## src/rtl/key_press_pulser.sv

```systemverilog
// Debounced push-button front end: per key a two-flop synchronizer, a debounce
// counter and a four-state FSM that emit a level plus one-cycle press/release strobes.
module key_press_pulser #(
   parameter int NUM_KEYS        = 4,
   parameter int DEBOUNCE_CYCLES = 250000
) (
   input  logic                clk,
   input  logic                reset,
   input  logic [NUM_KEYS-1:0] key_n,
   output logic [NUM_KEYS-1:0] pressed,
   output logic [NUM_KEYS-1:0] press_pulse,
   output logic [NUM_KEYS-1:0] release_pulse
);

   localparam int CNT_W = $clog2(DEBOUNCE_CYCLES);
   localparam logic [CNT_W-1:0] CNT_LAST = CNT_W'(DEBOUNCE_CYCLES - 1);
   localparam logic [CNT_W-1:0] CNT_ONE  = CNT_W'(1);

   typedef enum logic [1:0] {
      UP           = 2'd0,
      PRESS_WAIT   = 2'd1,
      DOWN         = 2'd2,
      RELEASE_WAIT = 2'd3
   } key_state_e;

   genvar g;
   for (g = 0; g < NUM_KEYS; g++) begin : g_key
      logic             sync1_q, sync1_d;
      logic             sync2_q, sync2_d;
      logic             sync_lvl;
      key_state_e       state_q, state_d;
      logic [CNT_W-1:0] cnt_q, cnt_d;
      logic             pressed_q, pressed_d;
      logic             press_pulse_q, press_pulse_d;
      logic             release_pulse_q, release_pulse_d;

      assign sync_lvl = ~sync2_q;

      always_comb begin
         sync1_d         = key_n[g];
         sync2_d         = sync1_q;
         state_d         = state_q;
         cnt_d           = cnt_q;
         // Strobes fire on the first registered cycle of the new debounced level;
         // RELEASE_WAIT still counts as pressed, so a rejected release glitch never re-strobes.
         pressed_d       = (state_q == DOWN) || (state_q == RELEASE_WAIT);
         press_pulse_d   = (state_q == DOWN) && !pressed_q;
         release_pulse_d = (state_q == UP) && pressed_q;
         case (state_q)
            UP: begin
               if (sync_lvl) begin
                  state_d = PRESS_WAIT;
                  cnt_d   = CNT_ONE;
               end else begin
                  cnt_d = '0;
               end
            end
            PRESS_WAIT: begin
               if (!sync_lvl) begin
                  state_d = UP;
                  cnt_d   = '0;
               end else if (cnt_q == CNT_LAST) begin
                  state_d = DOWN;
                  cnt_d   = '0;
               end else begin
                  cnt_d = cnt_q + CNT_ONE;
               end
            end
            DOWN: begin
               if (!sync_lvl) begin
                  state_d = RELEASE_WAIT;
                  cnt_d   = CNT_ONE;
               end
            end
            RELEASE_WAIT: begin
               if (sync_lvl) begin
                  state_d = DOWN;
                  cnt_d   = '0;
               end else if (cnt_q == CNT_LAST) begin
                  state_d = UP;
                  cnt_d   = '0;
               end else begin
                  cnt_d = cnt_q + CNT_ONE;
               end
            end
            default: begin
               state_d = UP;
               cnt_d   = '0;
            end
         endcase
      end

      always_ff @(posedge clk) begin
         if (!reset) begin
            sync1_q         <= 1'b1;
            sync2_q         <= 1'b1;
            state_q         <= UP;
            cnt_q           <= '0;
            pressed_q       <= 1'b0;
            press_pulse_q   <= 1'b0;
            release_pulse_q <= 1'b0;
         end else begin
            sync1_q         <= sync1_d;
            sync2_q         <= sync2_d;
            state_q         <= state_d;
            cnt_q           <= cnt_d;
            pressed_q       <= pressed_d;
            press_pulse_q   <= press_pulse_d;
            release_pulse_q <= release_pulse_d;
         end
      end

      assign pressed[g]       = pressed_q;
      assign press_pulse[g]   = press_pulse_q;
      assign release_pulse[g] = release_pulse_q;
   end

endmodule

```

## config.mk

```make
export PLATFORM = sky130hd
export DESIGN_NAME = key_press_pulser
export DESIGN_NICKNAME = d
export VERILOG_FILES = /design/src/rtl/key_press_pulser.sv
export SDC_FILE = /design/constraint.sdc
export NUM_CORES = 1
export LEC_CHECK = 0
export CAP_MARGIN = 15
export CORE_ASPECT_RATIO = 0.75
export CORE_UTILIZATION = 26
export DETAILED_ROUTE_END_ITERATION = 8
export GPL_ROUTABILITY_DRIVEN = 0
export PLACE_DENSITY = 0.39
export SETUP_SLACK_MARGIN = 0.02
export SYNTH_ARGS = -nofsm -noshare
export SYNTH_HDL_FRONTEND = slang
export SYNTH_SLANG_ARGS = --single-unit
```

## constraint.sdc

```tcl
create_clock -name clk -period 2.7 [get_ports clk]
set_input_delay 0.54 -clock clk [delete_from_list [all_inputs] [get_ports clk]]
set_output_delay 0.54 -clock clk [all_outputs]
set_load 0.005 [all_outputs]
```

==> impl_metrics.ini <==
[routing]
avgRoutedWirePerCell_um = 13.0
vias = 3946
drcViolationCount = 0
avgViaCountPerCell = 4.76
drt_iter0_markers = 232
wl_um = 10700
dr.pass1.iters = 4
ant_nets = 0

[cts]
hold_buffers = 0
cts_sinks = 100
cts_resized = 0
cts_buffers = 9
htreeDepth = 3
cts_tree = yes
cts-root-buf = clkbuf_16
clk_latency_ns = 0.35
clk_pin_slew_ns = 0.07
cts_buffer_depth = 2
cts_setup_buffers = 0

[global_routing]
grt_use_total_pct = 12.3
grt_max_degree = 26
grt_pass1_wl_um = 18000
antenna_found_initial = 0
overflow = 0
grt_pass1_vias = 3527

[cells_and_area]
layout.nets = 592
fin_util_pct = 30.6
final_common_cell = dfxtp_1
drive_gt1_share_pct = 5.96
diodes = 0
syn_to_final_growth_pct = 15.1
final_cell_mix = dfxtp_1, nor2_1, a21oi_1, nand2_1, nand3_1
final_cell_area_um2 = 5410
fin_cells = 829

[synthesis]
syn_area_um2 = 4700
avgSynthCellArea_um2 = 8.20
netlist_instances = 573
synth_edf_count = 0
yosys_warnings = 0
synth-seq-cells = 100
synth_nets = 583
yosysUniqueCellTypes = 56
synth-main-ff-cell = dfxtp_1
ys_seq_area_share_pct = 42.6
synthArstFlopShare_pct = 0

[floorplanning]
start_util_pct = 26.6
core_um2 = 17700
die_w_um = 157
io_pins = 18
num_rows = 42
die_area_um2 = 18600
die_h_um = 118

[placed_design]
dpl_cell_area_um2 = 5100
dpl.hpwl_um = 7580
portBuffers = 17
dp_slack_ns = 0.266
dp_cells = 813

[setup_path]
critical_path.startpoint_type = flip-flop
crit_type = flip-flop to flip-flop
timing.critical_path.from = g_key[2].cnt_q[0]$_SDFFE_PN0N_
crit_arrival_ns = 2.46
r2r-start = g_key[2].cnt_q[0]$_SDFFE_PN0N_
worst-endpoint-required_ns = 2.95
crit_path_end_kind = flip-flop
worst-path-max-fanout = 10

[timing]
slew_headroom_pct = 54.9
setup_ws_ns = 0.488
timing.fmax_mhz = 452
finalHoldViolCount = 0
worst_clock_skew_ns = 0.00524
final.setup.tns_ns = 0
worst_slew_pin_slew_ns = 0.672
finalMaxSlewViolations = 0
finalCriticalPeriod_ns = 2.21
finalSetupViolations = 0
hold_slack_ns = 0.404
rsz0062_at_grt = no
post-route-period-util_pct = 81.9

[power]
leakage_nw = 1.67
p_int_mw = 2.27
ir_drop_uv = 264
clkPwrFrac_pct = 46.6
switching_share_pct = 21.0
p_per_area_nw_per_um2 = 532
p_comb_share_pct = 1.4
power_switching_mw = 0.604
finalPower_mw = 2.87
p_seq_share_pct = 52.0

[hold_path]
hp-class = flip-flop to flip-flop
holdCritStartpoint = g_key[2].sync1_q$_SDFF_PN1_

[run_status]
status = completed

[job]
cap_violations = 0
## power by group through the flow
stage                     clock, mW  sequential (mW)  combinational (mW)
after floorplan                   0             1.52              0.0263
after global placement            0             1.53              0.0415
after detailed placement          0             1.53              0.0420
after CTS                      1.40             1.49              0.0421
after global routing           1.45             1.49              0.0459
final                          1.34             1.49              0.0410
## per-layer routing
layer  global-route usage, %  vias up  part of all wire (%)
met5                       0        -                     0
li1                        -     2072                     -
met2                    16.2       56                    40
met3                    4.22        5                   4.6
met1                    18.6     1813                    55
met4                    3.28        0                  0.76
## critical path, cell delays in order (launching register included)
cell	delay (ns)
dfxtp_1	0.40
ha_1	0.21
nand3_1	0.21
nor4_1	0.50
a21o_1	0.40
o21ai_0	0.15
a22o_1	0.24
## synth_stat cells, drive strengths merged, types with 3 or more instances
cell type,number,share of area (%)
o31ai,4,0.64
a21o,3,0.48
or3,11,1.6
ha,4,1.1
o21bai,6,0.96
nor2,56,4.5
inv,21,1.7
mux2i,4,0.85
xor2,7,1.3
nor3b,4,0.64
nor3,25,2.7
nand2b,14,1.9
nand3,41,4.5
nor2b,4,0.53
nand4b,4,0.75
a31oi,14,1.9
clkbuf,15,1.2
nand4,15,2.0
and2,8,1.1
xnor2,20,3.7
buf,14,2.1
a21oi,47,5.0
o311ai,3,0.56
dfxtp,100,43
nor4,11,1.6
and3,10,1.3
o21ai,27,2.9
nand2,47,3.8
and4,6,1.1
## registers in the layout, indices dropped and copies added, names as in the netlist, named ones only
name                   count
g_key.cnt_q               72
g_key.press_pulse_q        4
g_key.pressed_q            4
g_key.release_pulse_q      4
g_key.state_q              4
g_key.sync1_q              4
g_key.sync2_q              4
## kinds of logic (layout without fill, tap and decap cells)
kind of cell	count (synthesis)	count (layout)	share of synthesized area (%)
xor+xnor	27	27	5.04
buf+inv	50	64	4.98
compound gates	122	122	15.7
mux	4	4	0.853
flops	100	100	42.6
simple gates	266	266	29.7
fa+ha+maj	4	4	1.07
## cell type report
class / instances / area (um^2)
Sequential cell: 100 / 2000
Clock inverter: 4 / 47.5
Tap cell: 242 / 303
Multi-Input combinational cell: 423 / 2460
Clock buffer: 12 / 256
Timing Repair Buffer: 27 / 258
Fill cell: 1901 / 12300
Inverter: 21 / 78.8
## final timing paths
kind	end	slack (ns)	cells past startpoint
hold reg to reg	g_key[2].sync2_q$_SDFF_PN1_	0.40	1
setup reg to reg	g_key[2].cnt_q[10]$_SDFFE_PN0N_	0.49	6
setup / recovery	g_key[2].cnt_q[10]$_SDFFE_PN0N_	0.49	6
hold / removal	g_key[2].sync2_q$_SDFF_PN1_	0.40	1
Note: power is estimated with default switching activity, not from simulation.
